**src/rtl/pipe_ctrl_pkg.sv**
```systemverilog
// pipe_ctrl_pkg: shared types and defaults for the pipeline stall/flush scheduler
package pipe_ctrl_pkg;
  typedef enum logic {PC_IDLE = 1'b0, PC_DIV = 1'b1} div_state_t;
  localparam int DIV_LAT_DEF = 16;
  localparam int CNT_W_DEF = 32;
  localparam int DIV_CNT_W = 8;
  typedef struct packed {
    logic stall_if;
    logic stall_id;
    logic stall_ex;
    logic stall_mem;
    logic flush_id;
    logic flush_ex;
    logic flush_mem;
    logic flush_wb;
    logic redirect;
  } ctrl_t;
  localparam ctrl_t CTRL_MEMW = '{stall_if: 1'b1, stall_id: 1'b1, stall_ex: 1'b1, stall_mem: 1'b1,
                                  flush_wb: 1'b1, default: 1'b0};
  localparam ctrl_t CTRL_DIV = '{stall_if: 1'b1, stall_id: 1'b1, stall_ex: 1'b1, flush_mem: 1'b1,
                                 default: 1'b0};
  localparam ctrl_t CTRL_BR = '{redirect: 1'b1, flush_id: 1'b1, flush_ex: 1'b1, default: 1'b0};
  localparam ctrl_t CTRL_LU = '{stall_if: 1'b1, stall_id: 1'b1, flush_ex: 1'b1, default: 1'b0};
endpackage

```
**src/rtl/pipe_div_seq.sv**
```systemverilog
// pipe_div_seq: divider occupancy sequencer (IDLE/DIV state, down-counter, busy/done)
module pipe_div_seq
  import pipe_ctrl_pkg::*;
#(
  parameter int DIV_LAT = DIV_LAT_DEF
) (
  input  logic clk,
  input  logic rstn,
  input  logic start,
  input  logic hold,
  output logic busy,
  output logic done,
  output logic stall
);
  // counter hits zero in the done cycle, so the issue cycle plus DIV_LAT-1 more
  localparam logic [DIV_CNT_W-1:0] LOAD = DIV_CNT_W'(DIV_LAT - 2);
  div_state_t state, state_d;
  logic [DIV_CNT_W-1:0] cnt, cnt_d;
  logic issue, last;
  assign issue = state == PC_IDLE && start && !hold;
  assign last = state == PC_DIV && cnt == '0;
  always_ff @(posedge clk or negedge rstn)
    if (!rstn) begin
      state <= PC_IDLE;
      cnt <= '0;
    end else begin
      state <= state_d;
      cnt <= cnt_d;
    end
  always_comb begin
    state_d = issue ? PC_DIV : last ? PC_IDLE : state;
    cnt_d = issue ? LOAD : (state == PC_DIV && !last) ? cnt - 1'b1 : cnt;
  end
  assign busy = state == PC_DIV;
  assign done = last;
  assign stall = (busy && !last) || (state == PC_IDLE && start);
endmodule

```
**src/rtl/pipe_ctrl.sv**
```systemverilog
// pipe_ctrl: pipeline stall/flush scheduler; define PERF_CNT_EN to build the perf counters
module pipe_ctrl
  import pipe_ctrl_pkg::*;
#(
  parameter int DIV_LAT = DIV_LAT_DEF,
  parameter int CNT_W = CNT_W_DEF
) (
  input  logic             clk,
  input  logic             rstn,
  input  logic             load_use,
  input  logic             br_taken_EX,
  input  logic             div_start_EX,
  input  logic             mem_req_MEM,
  input  logic             mem_ack,
  output logic             stall_IF,
  output logic             stall_ID,
  output logic             stall_EX,
  output logic             stall_MEM,
  output logic             flush_ID,
  output logic             flush_EX,
  output logic             flush_MEM,
  output logic             flush_WB,
  output logic             redirect,
  output logic             div_busy,
  output logic             div_done,
  output logic [CNT_W-1:0] stall_cycles,
  output logic [CNT_W-1:0] flush_count
);
  logic memw, mem_wait, div_stall;
  ctrl_t ctrl;
  // an outstanding request keeps waiting until acked, independent of the DIV state
  assign mem_wait = (mem_req_MEM || memw) && !mem_ack;
  always_ff @(posedge clk or negedge rstn)
    if (!rstn) memw <= 1'b0;
    else memw <= mem_wait;
  pipe_div_seq #(.DIV_LAT(DIV_LAT)) u_div_seq (
    .clk  (clk),
    .rstn (rstn),
    .start(div_start_EX),
    .hold (mem_wait),
    .busy (div_busy),
    .done (div_done),
    .stall(div_stall)
  );
  // redirect only fires when EX advances, so a held branch redirects exactly once
  always_comb
    ctrl = mem_wait ? CTRL_MEMW : div_stall ? CTRL_DIV : br_taken_EX ? CTRL_BR :
           load_use ? CTRL_LU : '0;
  assign {stall_IF, stall_ID, stall_EX, stall_MEM, flush_ID, flush_EX, flush_MEM, flush_WB,
          redirect} = ctrl;
`ifdef PERF_CNT_EN
  always_ff @(posedge clk or negedge rstn)
    if (!rstn) begin
      stall_cycles <= '0;
      flush_count <= '0;
    end else begin
      stall_cycles <= stall_cycles + CNT_W'(stall_IF);
      flush_count <= flush_count + CNT_W'(redirect);
    end
`else
  assign stall_cycles = '0;
  assign flush_count = '0;
`endif
endmodule

```
**config.mk**
```make
export PLATFORM = sky130hd
export DESIGN_NAME = pipe_ctrl
export DESIGN_NICKNAME = d
export VERILOG_FILES = /design/src/rtl/pipe_ctrl_pkg.sv /design/src/rtl/pipe_div_seq.sv /design/src/rtl/pipe_ctrl.sv
export SDC_FILE = /design/constraint.sdc
export NUM_CORES = 1
export LEC_CHECK = 0
export CAP_MARGIN = 30
export CORE_ASPECT_RATIO = 2
export CORE_MARGIN = 1
export CORE_UTILIZATION = 35
export CTS_CLUSTER_SIZE = 10
export DETAILED_ROUTE_END_ITERATION = 10
export PLACE_DENSITY = 0.82
export SYNTH_ARGS = -nofsm -noshare
export SYNTH_HDL_FRONTEND = slang
export SYNTH_SLANG_ARGS = --single-unit
```
**constraint.sdc**
```tcl
create_clock -name clk -period 2.95 [get_ports clk]
set_clock_uncertainty 0.15 [all_clocks]
set_input_delay 0.4425 -clock clk [delete_from_list [all_inputs] [get_ports clk]]
set_output_delay 0.4425 -clock clk [all_outputs]
set_load 0.02 [all_outputs]
```
==> flow_metrics.env, run 1 <==
export IMPL_outcome="complete, no violations"
export IMPL_boundaryPins=82
export IMPL_final_layout_size_suffix_gt1_share_pct=8.44
export IMPL_routabilityCongestion=0.923
export IMPL_max_vdd_ir_drop_mv=0.488
export IMPL_cp_arrival_ns=2.21
export IMPL_critical_path_slowest_cell="sky130_fd_sc_hd__clkdlybuf4s50_1"
export IMPL_most_common_cell_after_layout_fill_and_taps_aside="sky130_fd_sc_hd__conb_1"
export IMPL_path_class="reg -> out"
export IMPL_power_share_combinational_pct=55.6
export IMPL_path_cells="inv_1 > ha_1 > nor4b_2 > a31o_2 > o211a_1 > clkdlybuf4s50_1"
export IMPL_detailedRoute_firstIterationViolations=39
export IMPL_cell_internal_power_uw=515
export IMPL_first_global_vias=737
export IMPL_final_min_period_over_clock_period_pct=95.0
export IMPL_clock_root_buffer="sky130_fd_sc_hd__clkbuf_8"
export IMPL_post_drt_antenna_nets=0
export IMPL_final_cell_mix="64 x sky130_fd_sc_hd__conb_1, 15 x sky130_fd_sc_hd__clkdlybuf4s50_1, 10 x sky130_fd_sc_hd__dfrtp_1"
export IMPL_synth_area_um2=1140
export IMPL_power_per_cell_area_nw_per_um2=822
export IMPL_count_of_tritonroute_iterations_in_the_first_routing_pass=5
export IMPL_die_height_um=82.8
export IMPL_synthesis_yosys_warnings=0
export IMPL_unrepaired_setup_endpoints_after_global_routing="no"
export IMPL_viasPerCell=4.60
export IMPL_die_area_um2=3510
export IMPL_finalWorstPathRequiredPeriod_ns=2.80
export IMPL_synth_largest_type_area_fraction_pct=44.0
export IMPL_layout_setup_ws_ns=0.147
export IMPL_post_dp_hpwl_mm=1.57
export IMPL_num_nets_final=165
export IMPL_die_width_um=42.4
export IMPL_timing_critical_path_from_type="flip-flop"
export IMPL_cts_hold_fix_buffers=0
export IMPL_grt_first_pass_wirelength_mm=3.15
export IMPL_dpl_worst_slack_ns=0.232
export IMPL_initial_utilization_pct=36.6
export IMPL_core_region_area_um2=3120
export IMPL_hp_class="in -> async"
export IMPL_power_uw=953
export IMPL_port_buffers=17
export IMPL_yosys_top_cells_area="sky130_fd_sc_hd__buf_4 44%, sky130_fd_sc_hd__dfrtp_1 22%, sky130_fd_sc_hd__a21oi_1 2.6%"
export IMPL_synth_top_area_cell="sky130_fd_sc_hd__buf_4"
export IMPL_placement_rows=29
export IMPL_cts_tree="built"
export IMPL_grt_overflow=0
export IMPL_p_leak_uw=0.000636
export IMPL_yosys_register_bits=10
export IMPL_share_clk_of_total_power_pct=14.6
export IMPL_power_switching_share_pct=46.0
export IMPL_clkLatencyLatePin_ns=0.24
export IMPL_power_share_sequential_pct=29.8
export IMPL_worst_path_max_fanout=5
export IMPL_finalSetupViolations=0
export IMPL_post_synth_cell_types=32
export IMPL_path_clk_slew_ns=0.04
export IMPL_final_hold_viol_count=0
export IMPL_wl_per_cell_um=10.7
export IMPL_clock_tree_htree_level_count=1
export IMPL_clock_sink_count=10
export IMPL_final_max_slew_violation_count=0
export IMPL_detail_route_wirelength_mm=1.98
export IMPL_cpPeakStageDelay_ns=0.59
export IMPL_antenna_found_initial=0
export IMPL_drc_errors=0
export IMPL_netSwitchingPower_uw=438
export IMPL_sequential_area_share_after_synthesis_pct=21.9
export IMPL_clock_path_buffers=2
export IMPL_worst_endpoint_required_ns=2.36
export IMPL_worst_setup_path_end_kind="output port"
export IMPL_grt_max_degree=13
export IMPL_vias=851
export IMPL_timing_limited_maximum_frequency_mhz=357
export IMPL_max_cap_violations=0
export IMPL_n_antenna_cell=0
export IMPL_netlist_instances=136
export IMPL_flow_area_growth_from_synthesis_pct=1.53
export IMPL_groute_usage_overall_pct=12.2
export IMPL_synth_area_per_cell_um2=8.40
export IMPL_cts_inserted_buffers=3
export IMPL_worst_hold_slack_ns=0.391
export IMPL_setup_tns_ns=0
[flip-flops by register name (all words and copies together) (netlist names)]
name            cells
u_div_seq.cnt       8
memw                1
u_div_seq.busy      1
[cell usage after synthesis, drive strengths merged]
cell     number
nand2         5
o21ai         4
mux2          2
dfrtp        10
inv           4
a211oi        3
nor3b         1
nor3          3
nand3         1
mux2i         1
ha            2
or3           1
and4          1
nand2b        2
or4b          2
and2          1
o21bai        1
nor4b         2
conb          1
a21boi        1
or4           3
a31o          2
a21oi         6
and3          2
nor2b         1
o211a         1
a211o         1
clkbuf        2
nor2          2
nand4bb       1
buf          67
[routing by layer]
| metal | routed length (µm) | up-vias | part of all wire [%] | GRT usage [%] |
|---|---|---|---|---|
| met1 | 622 | 381 | 31 | 10.0 |
| met5 | 0 | - | 0 | 0 |
| met3 | 189 | 15 | 9.6 | 1.52 |
| met4 | 85 | 0 | 4.3 | 9.38 |
| li1 | - | 367 | - | - |
| met2 | 1080 | 88 | 55 | 24.8 |
[repair_timing]
| item | 4_1_cts | 5_1_grt |
|---|---|---|
| gates resized for setup | 1 | 2 |
| endpoints found under the setup margin | 2 | 2 |
| hold endpoints to repair | 0 | 0 |
| setup buffers | 0 | 0 |
[through the flow]
| step | util [%] | area [µm²] | std cells |
|---|---|---|---|
| 2_1_floorplan | - | 1380 | 199 |
| 3_3_place_gp | 35.5 | 1110 | 182 |
| 3_5_place_dp | 35.5 | 1110 | 182 |
| 4_1_cts | 37.0 | 1150 | 185 |
| 5_1_grt | 37.2 | 1160 | 185 |
| 6_report | 37.2 | 1160 | 185 |
[area by class of cell]
cell class	instances	area, µm²
timing repair buffer	21	205
fill	314	1960
tap	31	38.8
inverter	4	15.0
multi-input combinational	116	609
sequential	10	250
clock buffer	3	41.3
[kinds of logic after synthesis]
group	share of synthesized area [%]
adders and majority gates	2.19
AOI/OAI and AO/OA	10.8
muxes	2.85
buffers and inverters	46.0
and+or+nand+nor	15.9
other	0.328
DFF	21.9
[final timing paths]
check | from | to | slack (ns) | cells past startpoint
min reg2reg | u_div_seq.cnt[3] | u_div_seq.cnt[3] | 0.43 | 1
max | u_div_seq.cnt[1] | flush_EX | 0.15 | 6
min | rstn | u_div_seq.cnt[6] | 0.39 | 1
max in group asynchronous | rstn | u_div_seq.cnt[2] | 1.93 | 1
max reg2reg | u_div_seq.cnt[1] | u_div_seq.cnt[0] | 0.81 | 5
min in group clk | u_div_seq.cnt[3] | u_div_seq.cnt[3] | 0.43 | 1
[worst max-delay path: cells and delay by family, from the launching register on]
family                   cells  cell delay [ns]
adder cells (fa/ha/maj)      1             0.21
AND/OR/NAND/NOR              1             0.25
buffers and inverters        2             0.70
flip-flops                   1             0.41
AO/OA/AOI/OAI                2             0.39
[power by group through the flow]
stage	Sequential (µW)	Combinational, µW	Clock [µW]
finish	284	530	139
global route	299	582	148
floorplan	265	432	0
global placement	276	514	0
detailed placement	280	522	0
CTS	281	529	143
Power figures use the tool's default switching activity.
==> run 2: changes to the inputs <==
--- a/config.mk
+++ b/config.mk
@@ -5,13 +5,15 @@
 export SDC_FILE = /design/constraint.sdc
 export NUM_CORES = 1
 export LEC_CHECK = 0
+export ABC_AREA = 1
 export CAP_MARGIN = 30
 export CORE_ASPECT_RATIO = 2
 export CORE_MARGIN = 1
-export CORE_UTILIZATION = 35
+export CORE_UTILIZATION = 36
 export CTS_CLUSTER_SIZE = 10
 export DETAILED_ROUTE_END_ITERATION = 10
-export PLACE_DENSITY = 0.82
+export PLACE_DENSITY = 0.83
 export SYNTH_ARGS = -nofsm -noshare
 export SYNTH_HDL_FRONTEND = slang
+export SYNTH_HIERARCHICAL = 1
 export SYNTH_SLANG_ARGS = --single-unit
==> run 2 against run 1 <==
Wire length down 12%. Worst hold slack lost 0.017 ns. Final area up 2.4%.
==> flow_metrics.env, run 2 <==
export IMPL_final_hold_viol_count=0
export IMPL_die_width_um=42.7
export IMPL_finalSetupViolations=0
export IMPL_boundaryPins=82
export IMPL_final_design_area_no_fill_um2=1190
export IMPL_path_class="reg -> out"
export IMPL_clock_path_buffers=2
export IMPL_first_global_vias=664
export IMPL_synth_ff_type="sky130_fd_sc_hd__dfrtp_1"
export IMPL_share_clk_of_total_power_pct=16.8
export IMPL_drc_errors=0
export IMPL_groute_usage_overall_pct=9.67
export IMPL_setup_tns_ns=0
export IMPL_final_min_period_over_clock_period_pct=89.7
export IMPL_p_leak_uw=0.000710
export IMPL_dpl_worst_slack_ns=0.372
export IMPL_path_clk_slew_ns=0.05
export IMPL_vias=864
export IMPL_max_vdd_ir_drop_mv=0.193
export IMPL_detailedRoute_firstIterationViolations=18
export IMPL_final_cell_mix="64 x sky130_fd_sc_hd__conb_1, 31 x sky130_fd_sc_hd__nand2_1, 14 x sky130_fd_sc_hd__clkdlybuf4s50_1"
export IMPL_clock_tree_htree_level_count=1
export IMPL_asyncSetResetFlopFracSynth_pct=100
export IMPL_cts_tree="built"
export IMPL_layout_setup_ws_ns=0.305
export IMPL_synth_top_area_cell="sky130_fd_sc_hd__buf_4"
export IMPL_synth_area_per_cell_um2=7.32
export IMPL_die_height_um=83.4
export IMPL_routabilityCongestion=0.818
export IMPL_ff2ff_path_depth=7
export IMPL_post_synth_cell_types=22
export IMPL_power_share_sequential_pct=24.4
export IMPL_grt_max_degree=11
export IMPL_netSwitchingPower_uw=504
export IMPL_timing_critical_path_from_type="flip-flop"
export IMPL_n_antenna_cell=0
export IMPL_finalWorstPathRequiredPeriod_ns=2.65
export IMPL_power_switching_share_pct=49.3
export IMPL_largest_register="u_div_seq/cnt"
export IMPL_grt_overflow=0
export IMPL_timing_limited_maximum_frequency_mhz=378
export IMPL_post_dp_hpwl_mm=1.37
export IMPL_clock_sink_count=10
export IMPL_worst_path_max_fanout=5
export IMPL_cts_inserted_buffers=3
export IMPL_initial_utilization_pct=37.8
export IMPL_final_layout_size_suffix_gt1_share_pct=10.1
export IMPL_viasPerCell=4.11
export IMPL_unrepaired_setup_endpoints_after_global_routing="no"
export IMPL_die_area_um2=3560
export IMPL_wl_per_cell_um=8.25
export IMPL_yosys_register_bits=10
export IMPL_power_per_cell_area_nw_per_um2=862
export IMPL_cp_arrival_ns=2.05
export IMPL_cts_setup_buffers=0
export IMPL_antenna_found_initial=0
export IMPL_timing_critical_path_to="stall_IF"
export IMPL_cell_internal_power_uw=519
export IMPL_outcome="complete, no violations"
export IMPL_setup_reg_to_reg_worst_slack_ns=1.27
export IMPL_placed_area_um2=1120
export IMPL_synth_area_um2=1190
export IMPL_worst_hold_slack_ns=0.374
export IMPL_power_share_combinational_pct=58.8
export IMPL_placement_rows=29
export IMPL_clock_root_buffer="sky130_fd_sc_hd__clkbuf_8"
export IMPL_hp_class="in -> async"
export IMPL_worst_setup_path_startpoint="u_div_seq/cnt[0]"
export IMPL_most_common_cell_after_layout_fill_and_taps_aside="sky130_fd_sc_hd__conb_1"
export IMPL_synthesis_yosys_warnings=6
export IMPL_detail_route_wirelength_mm=1.73
export IMPL_post_drt_antenna_nets=0
export IMPL_netlist_instances=163
export IMPL_sequential_area_share_after_synthesis_pct=21.0
export IMPL_max_cap_violations=0
export IMPL_grt_first_pass_wirelength_mm=2.66
export IMPL_port_buffers=17
export IMPL_clkLatencyLatePin_ns=0.24
export IMPL_num_nets_final=189
export IMPL_core_region_area_um2=3160
export IMPL_count_of_tritonroute_iterations_in_the_first_routing_pass=4
export IMPL_final_max_slew_violation_count=0
export IMPL_largest_register_ff_count=8
export IMPL_crit_reg2reg_launch="memw"
export IMPL_synth_enable_flop_cells=0
export IMPL_yosys_top_cells_area="sky130_fd_sc_hd__buf_4 42%, sky130_fd_sc_hd__dfrtp_1 21%, sky130_fd_sc_hd__nand2_1 9.7%"
export IMPL_synth_largest_type_area_fraction_pct=42.1
export IMPL_flow_area_growth_from_synthesis_pct=-0.524
export IMPL_crit_reg2reg_capture="u_div_seq/cnt[6]"
export IMPL_post_synth_top_count_cell="sky130_fd_sc_hd__buf_4"
export IMPL_post_synth_most_frequent_cells="67 x sky130_fd_sc_hd__buf_4, 31 x sky130_fd_sc_hd__nand2_1, 11 x sky130_fd_sc_hd__nor2_1"
export IMPL_final_core_utilization_pct=37.6
export IMPL_worst_setup_path_end_kind="output port"
export IMPL_worst_endpoint_required_ns=2.36
-- run 2: changes by cell type after synthesis, sizes merged, moves of 3 or more --
| cell | delta |
|---|---|
| a211oi | -3 |
| a21oi | -5 |
| inv | +7 |
| nand2 | +29 |
| nand3 | +4 |
| nand4 | +5 |
| nor2 | +14 |
| nor3 | -3 |
| or2 | +3 |
| or4 | -3 |
-- run 2: cells by family after synthesis --
kind of cell,share of synthesized area (%)
adder cells (fa/ha/maj),2.10
buffers and inverters,47.3
AO/OA/AOI/OAI,3.67
flip-flops,21.0
other,0.314
AND/OR/NAND/NOR,25.7
-- run 2: layout make-up --
class                   instances  area, µm²
clock buffers                   4       55.1
fillers                       333       1970
multi-input cells             136        616
inverters                      12       50.0
well taps                      31       38.8
flip-flops and latches         10        250
repair buffers                 17        178
-- run 2: worst min-delay path by stage --
stage,from,depth (start not counted),slack (ns),endpoint
finish,rstn,1,0.37,u_div_seq/cnt[4]
global route,rstn,1,0.41,u_div_seq/cnt[6]
CTS,rstn,1,0.39,u_div_seq/cnt[6]
detailed placement,u_div_seq/cnt[7],2,0.39,u_div_seq/cnt[7]
global placement,u_div_seq/cnt[7],2,0.37,u_div_seq/cnt[7]
floorplan,rstn,0,-0.003,memw
-- run 2: power groups by stage --
| stage | clock network (µW) | registers [µW] | logic, µW |
|---|---|---|---|
| 2_1_floorplan | 0 | 244 | 529 |
| 3_5_place_dp | 0 | 251 | 604 |
| 6_report | 172 | 250 | 602 |
| 5_1_grt | 184 | 258 | 666 |
| 4_1_cts | 175 | 249 | 607 |
| 3_3_place_gp | 0 | 246 | 592 |
-- run 2: what timing repair did --
item | in CTS | in global routing
resized for setup | 0 | 3
hold buffers | 0 | 0
endpoints found under the hold margin | 0 | 0
setup endpoints to repair | 0 | 3
-- run 2: per-layer routing --
| metal | vias to the layer above | global-route usage, % | wire length (µm) |
|---|---|---|---|
| met5 | - | 0 | 0 |
| met4 | 0 | 7.67 | 53 |
| met3 | 4 | 1.52 | 216 |
| met2 | 77 | 18.5 | 919 |
| met1 | 383 | 7.86 | 543 |
| li1 | 400 | - | - |
-- run 2: critical path, stage by stage (launching register included) --
cell and delay, ns:
sky130_fd_sc_hd__dfrtp_1 0.36, sky130_fd_sc_hd__inv_1 0.16, sky130_fd_sc_hd__ha_1 0.17, sky130_fd_sc_hd__nand2_1 0.08
sky130_fd_sc_hd__nor2_4 0.15, sky130_fd_sc_hd__inv_2 0.05, sky130_fd_sc_hd__nand2_2 0.06, sky130_fd_sc_hd__nand2_1 0.06
sky130_fd_sc_hd__a21oi_1 0.11, sky130_fd_sc_hd__nand2_1 0.07, sky130_fd_sc_hd__clkdlybuf4s50_1 0.54
-- run 2: per-stage QoR --
stage / total power, µW / cells
after floorplan: 773 / 226
after CTS: 1030 / 210
after global routing: 1110 / 210
final: 1020 / 210
after global placement: 838 / 206
after detailed placement: 854 / 206
==> run 3: changes to the inputs <==
--- a/config.mk
+++ b/config.mk
@@ -13,6 +13,7 @@
 export CTS_CLUSTER_SIZE = 10
 export DETAILED_ROUTE_END_ITERATION = 10
 export PLACE_DENSITY = 0.83
+export RECOVER_POWER = 50
 export SYNTH_ARGS = -nofsm -noshare
 export SYNTH_HDL_FRONTEND = slang
 export SYNTH_HIERARCHICAL = 1
==> run 3 against run 2 <==
Sequential power about the same. Sequential share of layout area is 0.16 points higher. Total power shrank 1.1%. First-iteration DRC count is 28% lower. Clock-buffer cell count did not move. Global-route usage stayed put. Clock power hardly changed. Largest cell class unchanged.
==> flow_metrics.env, run 3 (synthesis gave the netlist of run 2 again) <==
export IMPL_clock_tree_htree_level_count=1
export IMPL_cts_hold_fix_buffers=0
export IMPL_worst_path_max_fanout=5
export IMPL_clock_root_buffer="sky130_fd_sc_hd__clkbuf_8"
export IMPL_path_class="reg -> out"
export IMPL_cts_tree="built"
export IMPL_timing_critical_path_to="stall_IF"
export IMPL_viasPerCell=4.13
export IMPL_final_hold_viol_count=0
export IMPL_unrepaired_setup_endpoints_after_global_routing="no"
export IMPL_n_fill_cell=337
export IMPL_cp_common_cell="sky130_fd_sc_hd__nand2_1"
export IMPL_placement_rows=29
export IMPL_grt_max_degree=11
export IMPL_power_per_cell_area_nw_per_um2=859
export IMPL_vias=868
export IMPL_worst_path_stages=10
export IMPL_num_nets_final=189
export IMPL_post_dp_hpwl_mm=1.37
export IMPL_die_width_um=42.7
export IMPL_die_area_um2=3560
export IMPL_ff2ff_path_depth=5
export IMPL_n_antenna_cell=0
export IMPL_setup_tns_ns=0
export IMPL_clock_path_buffers=2
export IMPL_grt_overflow=0
export IMPL_initial_utilization_pct=37.8
export IMPL_worst_slew_pin_transition_ns=0.762
export IMPL_hp_class="reg -> reg"
export IMPL_antenna_found_initial=0
export IMPL_timing_max_slew_rel_slack_pct=49.2
export IMPL_largest_register_ff_count=8
export IMPL_routabilityCongestion=0.818
export IMPL_wl_per_cell_um=8.39
export IMPL_max_cap_violations=0
export IMPL_crit_reg2reg_capture="u_div_seq/cnt[0]"
export IMPL_critical_path_slowest_cell="sky130_fd_sc_hd__clkdlybuf4s50_1"
export IMPL_post_drt_antenna_nets=0
export IMPL_detail_route_wirelength_mm=1.76
export IMPL_final_max_slew_violation_count=0
export IMPL_timing_limited_maximum_frequency_mhz=383
export IMPL_core_region_area_um2=3160
export IMPL_worst_hold_slack_ns=0.399
export IMPL_boundaryPins=82
export IMPL_flow_area_growth_from_synthesis_pct=-1.26
export IMPL_cpPeakStageDelay_ns=0.54
export IMPL_detailedRoute_firstIterationViolations=13
export IMPL_p_leak_uw=0.000707
export IMPL_worst_setup_path_end_kind="output port"
export IMPL_finalSetupViolations=0
export IMPL_cpLargestDelayFamily="buffers and inverters"
export IMPL_largest_register="u_div_seq/cnt"
export IMPL_count_of_tritonroute_iterations_in_the_first_routing_pass=4
export IMPL_cp_arrival_ns=2.02
export IMPL_cts_inserted_buffers=3
export IMPL_finalWorstPathRequiredPeriod_ns=2.61
export IMPL_timing_critical_path_from_type="flip-flop"
export IMPL_most_common_cell_after_layout_fill_and_taps_aside="sky130_fd_sc_hd__conb_1"
export IMPL_max_vdd_ir_drop_mv=0.183
export IMPL_clkLatencyLatePin_ns=0.24
export IMPL_final_min_period_over_clock_period_pct=88.5
export IMPL_worst_endpoint_required_ns=2.36
export IMPL_first_global_vias=664
export IMPL_dpl_worst_slack_ns=0.372
export IMPL_layout_setup_ws_ns=0.338
export IMPL_path_clk_slew_ns=0.05
export IMPL_path_cells="inv_1 > ha_1 > nand2_1 > nor2_4 > inv_2 > nand2_2 > nand2_1 > a21oi_1 > nand2_1 > clkdlybuf4s50_1"
export IMPL_worstPathBufferInverterCount=3
export IMPL_grt_first_pass_wirelength_mm=2.66
export IMPL_groute_usage_overall_pct=9.67
export IMPL_setup_reg_to_reg_worst_slack_ns=0.89
export IMPL_die_height_um=83.4
export IMPL_crit_reg2reg_launch="memw"
export IMPL_final_cell_mix="64 x sky130_fd_sc_hd__conb_1, 32 x sky130_fd_sc_hd__nand2_1, 12 x sky130_fd_sc_hd__nor2_1, 12 x sky130_fd_sc_hd__clkdlybuf4s50_1, 10 x sky130_fd_sc_hd__dfrtp_1"
export IMPL_drc_errors=0
export IMPL_final_layout_size_suffix_gt1_share_pct=8.38
export IMPL_worst_setup_path_startpoint="u_div_seq/cnt[0]"
export IMPL_clock_sink_count=10
export IMPL_port_buffers=17
export IMPL_outcome="complete, no violations"
==> run 3: metal layers <==
metal  vias up  global-route usage (%)  part of all wire, %
met3         4                    1.52                   13
met2        80                    18.5                   53
met1       384                    7.86                   32
met4         0                    7.67                  3.0
met5         -                       0                    0
li1        400                       -                    -
==> run 3: metrics by stage <==
| step | instances | instance area, µm² | util (%) | total power, µW |
|---|---|---|---|---|
| after floorplan | 226 | 1430 | - | 773 |
| after global placement | 206 | 1120 | 35.6 | 838 |
| after detailed placement | 206 | 1120 | 35.6 | 854 |
| after CTS | 210 | 1180 | 37.4 | 1030 |
| after global routing | 210 | 1180 | 37.3 | 1090 |
| final | 210 | 1180 | 37.3 | 1010 |
==> run 3: worst min-delay path by stage <==
stage / startpoint / end / slack (ns) / depth (start not counted)
after detailed placement: u_div_seq/cnt[7] / u_div_seq/cnt[7] / 0.39 / 2
final: u_div_seq/cnt[7] / u_div_seq/cnt[7] / 0.40 / 2
after global routing: u_div_seq/cnt[7] / u_div_seq/cnt[7] / 0.44 / 2
after floorplan: rstn / memw / -0.003 / 0
after global placement: u_div_seq/cnt[7] / u_div_seq/cnt[7] / 0.37 / 2
after CTS: rstn / u_div_seq/cnt[6] / 0.39 / 1
==> run 3: layout make-up <==
class                   instances  area [µm²]  area share [%]
well taps                      31        38.8            3.29
flip-flops and latches         10         250            21.2
multi-input cells             136         607            51.5
repair buffers                 17         178            15.1
clock buffers                   4        55.1            4.67
inverters                      12        50.0            4.25
==> run 3: timing repair <==
action | 4_1_cts | 5_1_grt
buffers inserted | 0 | 0
resized for setup | 0 | 3
setup endpoints to repair | 0 | 3
==> run 3: power breakdown <==
group | leakage [µW] | switching [µW] | internal (µW)
logic | 0.000556 | 389 | 202
registers | 0.000123 | 56.3 | 193
clock network | 0.0000288 | 54.7 | 117
total | 0.000707 | 500 | 512
==> run 3: worst reg2reg max path: cells and delay by family (launching register included) <==
family | cells | cell delay, ns
AND/OR/NAND/NOR | 4 | 1.30
AO/OA/AOI/OAI | 1 | 0.20
flip-flops | 1 | 0.33
